### src/rtl/urna_pkg.sv
// urna_pkg: shared definitions for the parametrised ballot box.
//   state_e  - FSM state encoding (IDLE, ENTRY, REVIEW, CLOSED)
//   DIGIT_W  - width of one BCD digit
//   is_bcd() - true when a 4-bit digit is a valid BCD value (0..9)
package urna_pkg;

    localparam int unsigned DIGIT_W = 4;

    typedef enum logic [1:0] {
        IDLE,
        ENTRY,
        REVIEW,
        CLOSED
    } state_e;

    function automatic logic is_bcd(input logic [DIGIT_W-1:0] digit);
        return (digit <= 4'd9);
    endfunction

endpackage

### src/rtl/urna_code_matcher.sv
// urna_code_matcher: combinational lookup of an entered code against the
// candidate code table.
//   code_i       - entered code, CODE_LEN packed BCD digits
//   cand_codes_i - NUM_CAND packed codes, candidate 0 in the LSBs
//   hit_o        - code equals one of the candidate codes
//   idx_o        - binary index of the matching candidate (0 when no hit)
module urna_code_matcher
    import urna_pkg::*;
#(
    parameter int unsigned NUM_CAND = 4,
    parameter int unsigned CODE_LEN = 4,
    parameter int unsigned IDX_W    = $clog2(NUM_CAND + 1)
) (
    input  logic [DIGIT_W*CODE_LEN-1:0]          code_i,
    input  logic [NUM_CAND*DIGIT_W*CODE_LEN-1:0] cand_codes_i,
    output logic                                 hit_o,
    output logic [IDX_W-1:0]                     idx_o
);

    localparam int unsigned CODE_W = DIGIT_W * CODE_LEN;

    // Codes are distinct, so at most one entry can match; the first match wins.
    always_comb begin
        hit_o = 1'b0;
        idx_o = '0;
        for (int unsigned i = 0; i < NUM_CAND; i++) begin
            if (!hit_o && (cand_codes_i[i*CODE_W +: CODE_W] == code_i)) begin
                hit_o = 1'b1;
                idx_o = IDX_W'(i);
            end
        end
    end

endmodule

### src/rtl/urna_param.sv
// urna_param: parametrised ballot box. Collects a CODE_LEN-digit BCD code,
// holds it for review, and on confirm tallies the candidate (or a null vote)
// in saturating counters.
//   clk_i, rst_ni - clock, asynchronous active-low reset
//   digit_i       - BCD digit, taken when valid_i=1
//   valid_i       - one-cycle digit strobe
//   confirm_i     - one-cycle strobe, commit the reviewed vote
//   cancel_i      - one-cycle strobe, abort the current entry
//   finish_i      - level, session closed while high
//   clear_i       - clears all tallies, only while closed
//   sel_i         - readout index (NUM_CAND selects the null counter)
//   count_o       - tally selected by sel_i, 0 when out of range
//   total_o       - number of confirmed ballots (wrapping)
//   status_o      - one-cycle pulse after a vote is recorded
//   review_o      - code complete, awaiting confirm/cancel
//   is_null_o     - during review: the code will count as null
//   ovf_o         - sticky, some counter hit saturation
module urna_param
    import urna_pkg::*;
#(
    parameter int unsigned NUM_CAND = 4,
    parameter int unsigned CODE_LEN = 4,
    parameter int unsigned CNT_W    = 8,
    parameter logic [NUM_CAND*DIGIT_W*CODE_LEN-1:0] CAND_CODES =
        {16'h3504, 16'h3472, 16'h3485, 16'h3494}
) (
    input  logic                                  clk_i,
    input  logic                                  rst_ni,
    input  logic [DIGIT_W-1:0]                    digit_i,
    input  logic                                  valid_i,
    input  logic                                  confirm_i,
    input  logic                                  cancel_i,
    input  logic                                  finish_i,
    input  logic                                  clear_i,
    input  logic [$clog2(NUM_CAND+1)-1:0]         sel_i,
    output logic [CNT_W-1:0]                      count_o,
    output logic [CNT_W+$clog2(NUM_CAND+1)-1:0]   total_o,
    output logic                                  status_o,
    output logic                                  review_o,
    output logic                                  is_null_o,
    output logic                                  ovf_o
);

    localparam int unsigned SEL_W  = $clog2(NUM_CAND + 1);
    localparam int unsigned TOT_W  = CNT_W + SEL_W;
    localparam int unsigned CODE_W = DIGIT_W * CODE_LEN;
    localparam int unsigned DCNT_W = $clog2(CODE_LEN + 1);

    state_e              state_q;
    logic [CODE_W-1:0]   code_q;
    logic [CODE_W-1:0]   code_d;
    logic [DCNT_W-1:0]   dcnt_q;
    logic                bad_q;
    logic [CNT_W-1:0]    cnt_q [NUM_CAND+1];
    logic [TOT_W-1:0]    total_q;
    logic                status_q;
    logic                ovf_q;

    logic                hit;
    logic [SEL_W-1:0]    idx;
    logic                null_vote;
    logic [SEL_W-1:0]    tgt;
    logic                last_digit;

    urna_code_matcher #(
        .NUM_CAND (NUM_CAND),
        .CODE_LEN (CODE_LEN),
        .IDX_W    (SEL_W)
    ) u_matcher (
        .code_i       (code_q),
        .cand_codes_i (CAND_CODES),
        .hit_o        (hit),
        .idx_o        (idx)
    );

    always_comb begin
        // Shift the new digit in at the LSB end; the first digit ends up as the MSD.
        code_d     = CODE_W'({code_q, digit_i});
        last_digit = (dcnt_q == DCNT_W'(CODE_LEN - 1));
        null_vote  = !hit || bad_q;
        tgt        = null_vote ? SEL_W'(NUM_CAND) : idx;
    end

    always_comb begin
        count_o = '0;
        for (int unsigned i = 0; i <= NUM_CAND; i++) begin
            if (sel_i == SEL_W'(i)) begin
                count_o = cnt_q[i];
            end
        end
    end

    always_ff @(posedge clk_i or negedge rst_ni) begin
        if (!rst_ni) begin
            state_q  <= IDLE;
            code_q   <= '0;
            dcnt_q   <= '0;
            bad_q    <= 1'b0;
            for (int unsigned i = 0; i <= NUM_CAND; i++) begin
                cnt_q[i] <= '0;
            end
            total_q  <= '0;
            status_q <= 1'b0;
            ovf_q    <= 1'b0;
        end else begin
            status_q <= 1'b0;
            if (state_q == CLOSED) begin
                if (clear_i) begin
                    for (int unsigned i = 0; i <= NUM_CAND; i++) begin
                        cnt_q[i] <= '0;
                    end
                    total_q <= '0;
                    ovf_q   <= 1'b0;
                end
                if (!finish_i) begin
                    state_q <= IDLE;
                end
            end else if (finish_i) begin
                state_q <= CLOSED;
                code_q  <= '0;
                dcnt_q  <= '0;
                bad_q   <= 1'b0;
            end else if (cancel_i) begin
                state_q <= IDLE;
                code_q  <= '0;
                dcnt_q  <= '0;
                bad_q   <= 1'b0;
            end else if (confirm_i) begin
                if (state_q == REVIEW) begin
                    for (int unsigned i = 0; i <= NUM_CAND; i++) begin
                        if (tgt == SEL_W'(i)) begin
                            if (cnt_q[i] == '1) begin
                                ovf_q <= 1'b1;
                            end else begin
                                cnt_q[i] <= cnt_q[i] + 1'b1;
                            end
                        end
                    end
                    total_q  <= total_q + 1'b1;
                    status_q <= 1'b1;
                    state_q  <= IDLE;
                    code_q   <= '0;
                    dcnt_q   <= '0;
                    bad_q    <= 1'b0;
                end
            end else if (valid_i && (state_q != REVIEW)) begin
                code_q <= code_d;
                dcnt_q <= dcnt_q + DCNT_W'(1);
                if (!is_bcd(digit_i)) begin
                    bad_q <= 1'b1;
                end
                state_q <= last_digit ? REVIEW : ENTRY;
            end
        end
    end

    assign total_o   = total_q;
    assign status_o  = status_q;
    assign review_o  = (state_q == REVIEW);
    assign is_null_o = (state_q == REVIEW) && null_vote;
    assign ovf_o     = ovf_q;

endmodule
### config.mk
export PLATFORM = sky130hd
export DESIGN_NAME = urna_param
export DESIGN_NICKNAME = d
export VERILOG_FILES = /design/src/rtl/urna_pkg.sv /design/src/rtl/urna_code_matcher.sv /design/src/rtl/urna_param.sv
export SDC_FILE = /design/constraint.sdc
export NUM_CORES = 1
export LEC_CHECK = 0
export BUFFER_PORTS_ARGS = -buffer_cell sky130_fd_sc_hd__buf_2
export CAP_MARGIN = 40
export CORE_ASPECT_RATIO = 0.6
export CORE_UTILIZATION = 40
export CTS_BUF_LIST = sky130_fd_sc_hd__clkbuf_8
export DETAILED_ROUTE_END_ITERATION = 10
export SYNTH_ARGS = -nofsm -noshare
export SYNTH_HDL_FRONTEND = slang
export SYNTH_SLANG_ARGS = --single-unit
export TNS_END_PERCENT = 30
### constraint.sdc
create_clock -name clk_i -period 3 [get_ports clk_i]
set_input_delay 0.9 -clock clk_i [delete_from_list [all_inputs] [get_ports clk_i]]
set_output_delay 0.9 -clock clk_i [all_outputs]
set_load 0.02 [all_outputs]
* Yosys cells after proc, flatten, opt, wreduce, memory -nomap -nowiden
Index checks and enable logic that the tools add are counted.
** Word-level totals
- Word-level logic and storage cells :: 169
- Bits in registers :: 75
- Input port bits :: 14
- Output and inout port bits :: 23
** Operators by class
- $add $sub $neg :: 7
- Order comparisons :: 1
- Eq/ne operators :: 33
- Bitwise operators :: 1
- Multiplexer cells :: 85
- Reductions and logical operators :: 30
** Operators by type and width (number)
- 2-to-1 mux 40 bit :: 6
- 2-to-1 mux 8 bit :: 15
- 2-to-1 mux 16 bit :: 5
- 2-to-1 mux 11 bit :: 6
- == test 14 x 16 -> 1 bit, first input constant :: 4
- adder 8 x 1 -> 8 bit, second input constant :: 5
- == test 8 bit, second input constant :: 5
- 2-to-1 mux 1 bit :: 37
- AND reduction 7 bit :: 5
- 2-to-1 mux 2 bit :: 10
- 2-to-1 mux 3 bit :: 6
- != test 2 bit, second input constant :: 8
- == test 3 x 2 -> 1 bit, second input constant :: 5
- nonzero test 2 bit :: 7
- adder 11 x 1 -> 11 bit, second input constant :: 1
- == test 3 x 1 -> 1 bit, second input constant :: 2
- == test 3 bit, second input constant :: 2
- zero test 3 bit :: 2
- AND reduction 3 bit :: 2
- logical AND 1 bit :: 5
- != test 5 x 1 -> 1 bit, second input constant :: 1
- AND reduction 5 bit :: 1
- nonzero test 5 bit :: 1
- == test 2 bit, second input constant :: 2
- 10 further kinds :: 14

* Logic depth before layout (Yosys ltp)
- Depth in word-level cells :: 34
- Depth in mapped cells :: 8
- Mapped depth without buffers :: 7

* Cells and area by module
Synthesis repeated with hierarchy kept, for this count alone.
** Unflattened totals
- Cells, all modules :: 554
- Area, all modules :: 4969.8 sq um
** By module, submodules not included
- urna_param :: area each 4212.8 sq um, cells an instance 462, times used 1
- urna_code_matcher :: area each 757.0 sq um, cells an instance 92, times used 1

* Worst setup path before layout
OpenSTA, ideal clock, no wires.
- Path type :: input to output
- Start :: input port sel_i[0]
- End :: output port count_o[0]
- Setup slack :: -0.058 ns
- Buffers on the path :: 2
- Cell stages on the path :: 6
- Data arrival time :: 2.158 ns
- Data required time :: 2.100 ns
- Cell sequence :: clkbuf_1 > clkbuf_1 > mux2i_1 > nor2_1 > a31oi_1 > o22ai_1
** Between the ends
- Cells in the longest elaborated chain, start to end :: 6
- Elaborated cells between the ends (all ways) :: 10
- Those cells by class :: eq/ne (4); mux (5); reduce/logical (1)
** RTL lines
- from (decl) :: line urna_param.sv:35 : input logic [$clog2(NUM_CAND+1)-1:0] sel_i,
- zero test 3 bit :: line urna_param.sv:87 : if (sel_i == SEL_W'(i)) begin
- 2-to-1 mux 8 bit (4 in series) :: line urna_param.sv:87
- 2-to-1 mux 8 bit (*) :: line urna_param.sv:87
- to (decl) :: line urna_param.sv:36 : output logic [CNT_W-1:0] count_o,
Mark *: on every way between the ends. The rest lies on a longest branch, timed or not.

* Worst setup path in the final report
- Start :: input port sel_i[0]
- End :: output port count_o[6]
Same word-level chain as after synthesis.

==> results by group <==
Critical path
  • R2r endpoint: cnt_q[13]
  • CP startpoint kind: input port
  • Reg-to-reg setup timing slack: 0.55 ns
  • Crit path kind: input port to primary output
  • CP arrival: 1.97 ns
  • Critical Path Sink Type: primary output
  • R2R Path Start: code_q[9]
  • CP required: 2.10 ns
  • Worst R2R Path Depth: 7
  • Worst-path maximum fanout: 8

Timing
  • Setup TNS: 0 ns
  • Least-Margin Pin Slew: 0.564 ns
  • Final Hold Viols: 0
  • Max-slew violations: 0
  • Slew HR: 62.4%
  • Fin crit share: 95.5%
  • Setup violators final: 0
  • RSZ-0062 raised after global routing: false
  • Max Fclk: 349 MHz
  • Minimum clock period: 2.87 ns
  • Final Skew: 0.00644 ns

Die
  • Die H: 81.3 um
  • Die width: 134 um
  • Top-Level Pins: 37
  • Rows: 28
  • Initial Util: 41.9%
  • Core area: 10000 sq um
  • Die area: 10900 sq um

Yosys
  • Mapped cell area: 4190 sq um
  • Yosys top cell by area: dfrtp_1
  • Post-synth cell types: 55
  • Mux contribution to synthesized area: 3.40%
  • Share of the synthesized area in the top cell type: 44.7%
  • Post-Syn Area per Cell: 9.60 sq um
  • Async S/R FF share, synth: 100%
  • Synth Area in Adders: 2.39%
  • Sequential area share after synthesis: 44.7%
  • Compound-Gate Fraction of Synth Area: 14.8%
  • Mapped Nets: 459
  • Top-count cell post-synth: dfrtp_1
  • Synth Area in Simple Gates: 25.6%
  • Commonest cells post-synth: 75 x dfrtp_1, 45 x nor2_1, 34 x nand2_1
  • Largest family of logic cells by synthesized area: simple AND/OR/NAND/NOR gates
  • Main synth FF type: dfrtp_1
  • Synth area leaders: dfrtp_1 45%, xor2_1 4.2%, nor2_1 4.0%
  • Cells after Synth: 437
  • Syn. warnings: 0
  • Post-synth EDFFs: 0
  • Flops & latches, synth: 75
  • Xor/xnor share of the synthesized area: 5.64%

Detailed routing
  • Routed len/inst: 17.1 um
  • # DRC: 0
  • Routed vias/inst: 5.59
  • DR pass1 iterations: 4
  • Post-Route WL: 10.6 mm
  • Via count: 3473
  • Iteration-0 DRC Markers: 305
  • DRT antenna net count: 0

Global route
  • First-pass GRT wire length: 17.5 mm
  • Pin count of the biggest net entering global routing: 43
  • Initial antenna violation count: 0
  • Overflow after GRT: 0
  • Vias in the first global route: 3271
  • GRT Total Usage: 21.4%

Clock tree
  • Post-cts sizing count: 0
  • Clk sinks: 75
  • CTS root buf: clkbuf_8
  • Maximum buffer depth of the clock tree: 2
  • Hold_buf cts: 0
  • Worst-path clk slew: 0.08 ns
  • Worst-Skew Late Latency: 0.36 ns
  • Setup Buffers After CTS: 0
  • CTS Buf Count: 9
  • CTS tree: done
  • H-tree levels: 3

Min path
  • Hold Crit Depth: 2
  • Hold path start: dcnt_q[2]
  • Worst hold endpoint: dcnt_q[2]
  • Worst Hold Class: flop to flop

Power
  • Sw frac: 33.8%
  • Clock power share: 33.2%
  • P_int: 1.69 mW
  • Pwr Density: 529 nW/um^2
  • P_leak: 2.16 nW
  • Seq pwr share: 44.6%
  • Combinational share of power: 22.2%
  • Psw: 860 uW
  • Worst IR Drop VDD: 0.441 mV

Cells and area
  • Share of layout cells above drive strength 1: 17.5%
  • Nets: 503
  • Non-Filler Instances: 621
  • Ant. Diodes: 0
  • Area Overhead vs Synth: 14.9%

Placed design
  • Hpwl dp: 7.80 mm
  • Port bufs: 36
  • RePlAce Congestion: 0.844
  • Placed Cells: 603

Status
  • Status: finished clean

Flow run
  • Max Cap Violations: 0
through the flow:
stage	setup slack, ns	total power [mW]	area (sq um)	util (%)	hold WS (ns)
floorplan	0.0472	1.49	4200	-	0.450
global placement	0.153	1.71	4590	45.9	0.463
detailed placement	0.118	1.72	4590	45.9	0.471
CTS	0.0552	2.56	4800	48.0	0.489
global route	0.00769	2.69	4820	48.1	0.536
finish	0.135	2.55	4820	48.1	0.491
cell families after synthesis:
group           count (synthesis)
fa+ha+maj                       8
buf+inv                        36
simple gates                  191
compound gates                 92
xor+xnor                       27
mux                             8
flops                          75
critical path, stage by stage:
cell and delay, ns:
buf_2 0.23, mux4_2 0.55, inv_1 0.06, o21ai_0 0.06
buf_2 0.16
power by group through the flow:
stage | Sequential (mW) | Clock [mW] | Combinational (mW)
2_1_floorplan | 1.15 | 0 | 0.341
3_3_place_gp | 1.15 | 0 | 0.555
3_5_place_dp | 1.15 | 0 | 0.567
4_1_cts | 1.14 | 0.861 | 0.568
5_1_grt | 1.15 | 0.918 | 0.624
6_report | 1.14 | 0.845 | 0.566
flip-flops by register name, indices dropped and copies added (netlist names):
| register | count |
|---|---|
| cnt_q | 40 |
| code_q | 16 |
| total_o | 11 |
| dcnt_q | 3 |
| state_q | 2 |
| bad_q | 1 |
| ovf_o | 1 |
| status_o | 1 |
routing by layer:
| metal | GRT usage [%] | part of all wire (%) |
|---|---|---|
| met1 | 33.1 | 54 |
| met2 | 29.0 | 39 |
| met3 | 6.43 | 7.1 |
| met4 | 3.71 | 0.77 |
| met5 | 0 | 0 |
area by class of cell:
cell class | instances | area (sq um)
Multi-Input combinational cell | 326 | 2180
Tap cell | 135 | 169
Sequential cell | 75 | 1880
Clock buffer | 9 | 124
Timing Repair Buffer | 53 | 323
Inverter | 16 | 60.1
Clock inverter | 7 | 86.3
Fill cell | 982 | 5200
cells in the final DEF (no fill, tap or decap), drive strengths merged, types with 3 or more instances in the layout:
master  synthesis  final
dfrtp          75     75
buf             5     53
nor2           46     46
nand2          34     34
nand3          31     31
o21ai          28     28
xor2           20     20
inv            16     19
a21oi          17     17
a22o           17     17
nand4          15     15
and3           12     12
clkbuf         15      9
or3             8      8
ha              8      8
xnor2           7      7
o31ai           7      7
nor3b           6      6
mux4            5      5
a31oi           5      5
nor3            5      5
nor4b           5      5
nor2b           4      4
a22oi           4      4
and2            4      4
or4             4      4
o22ai           4      4
nor4            4      4
mux2i           3      3
a211o           3      3
and4            3      3
worst max path at each step:
stage,slack (ns),from,cells past startpoint,end
global route,0.008,code_q[3],7,is_null_o
CTS,0.06,code_q[3],7,is_null_o
finish,0.13,sel_i[0],5,count_o[6]
detailed placement,0.12,finish_i,7,cnt_q[39]
global placement,0.15,sel_i[0],6,count_o[7]
floorplan,0.05,sel_i[0],6,count_o[2]
Note: power is estimated with default switching activity, not from simulation.
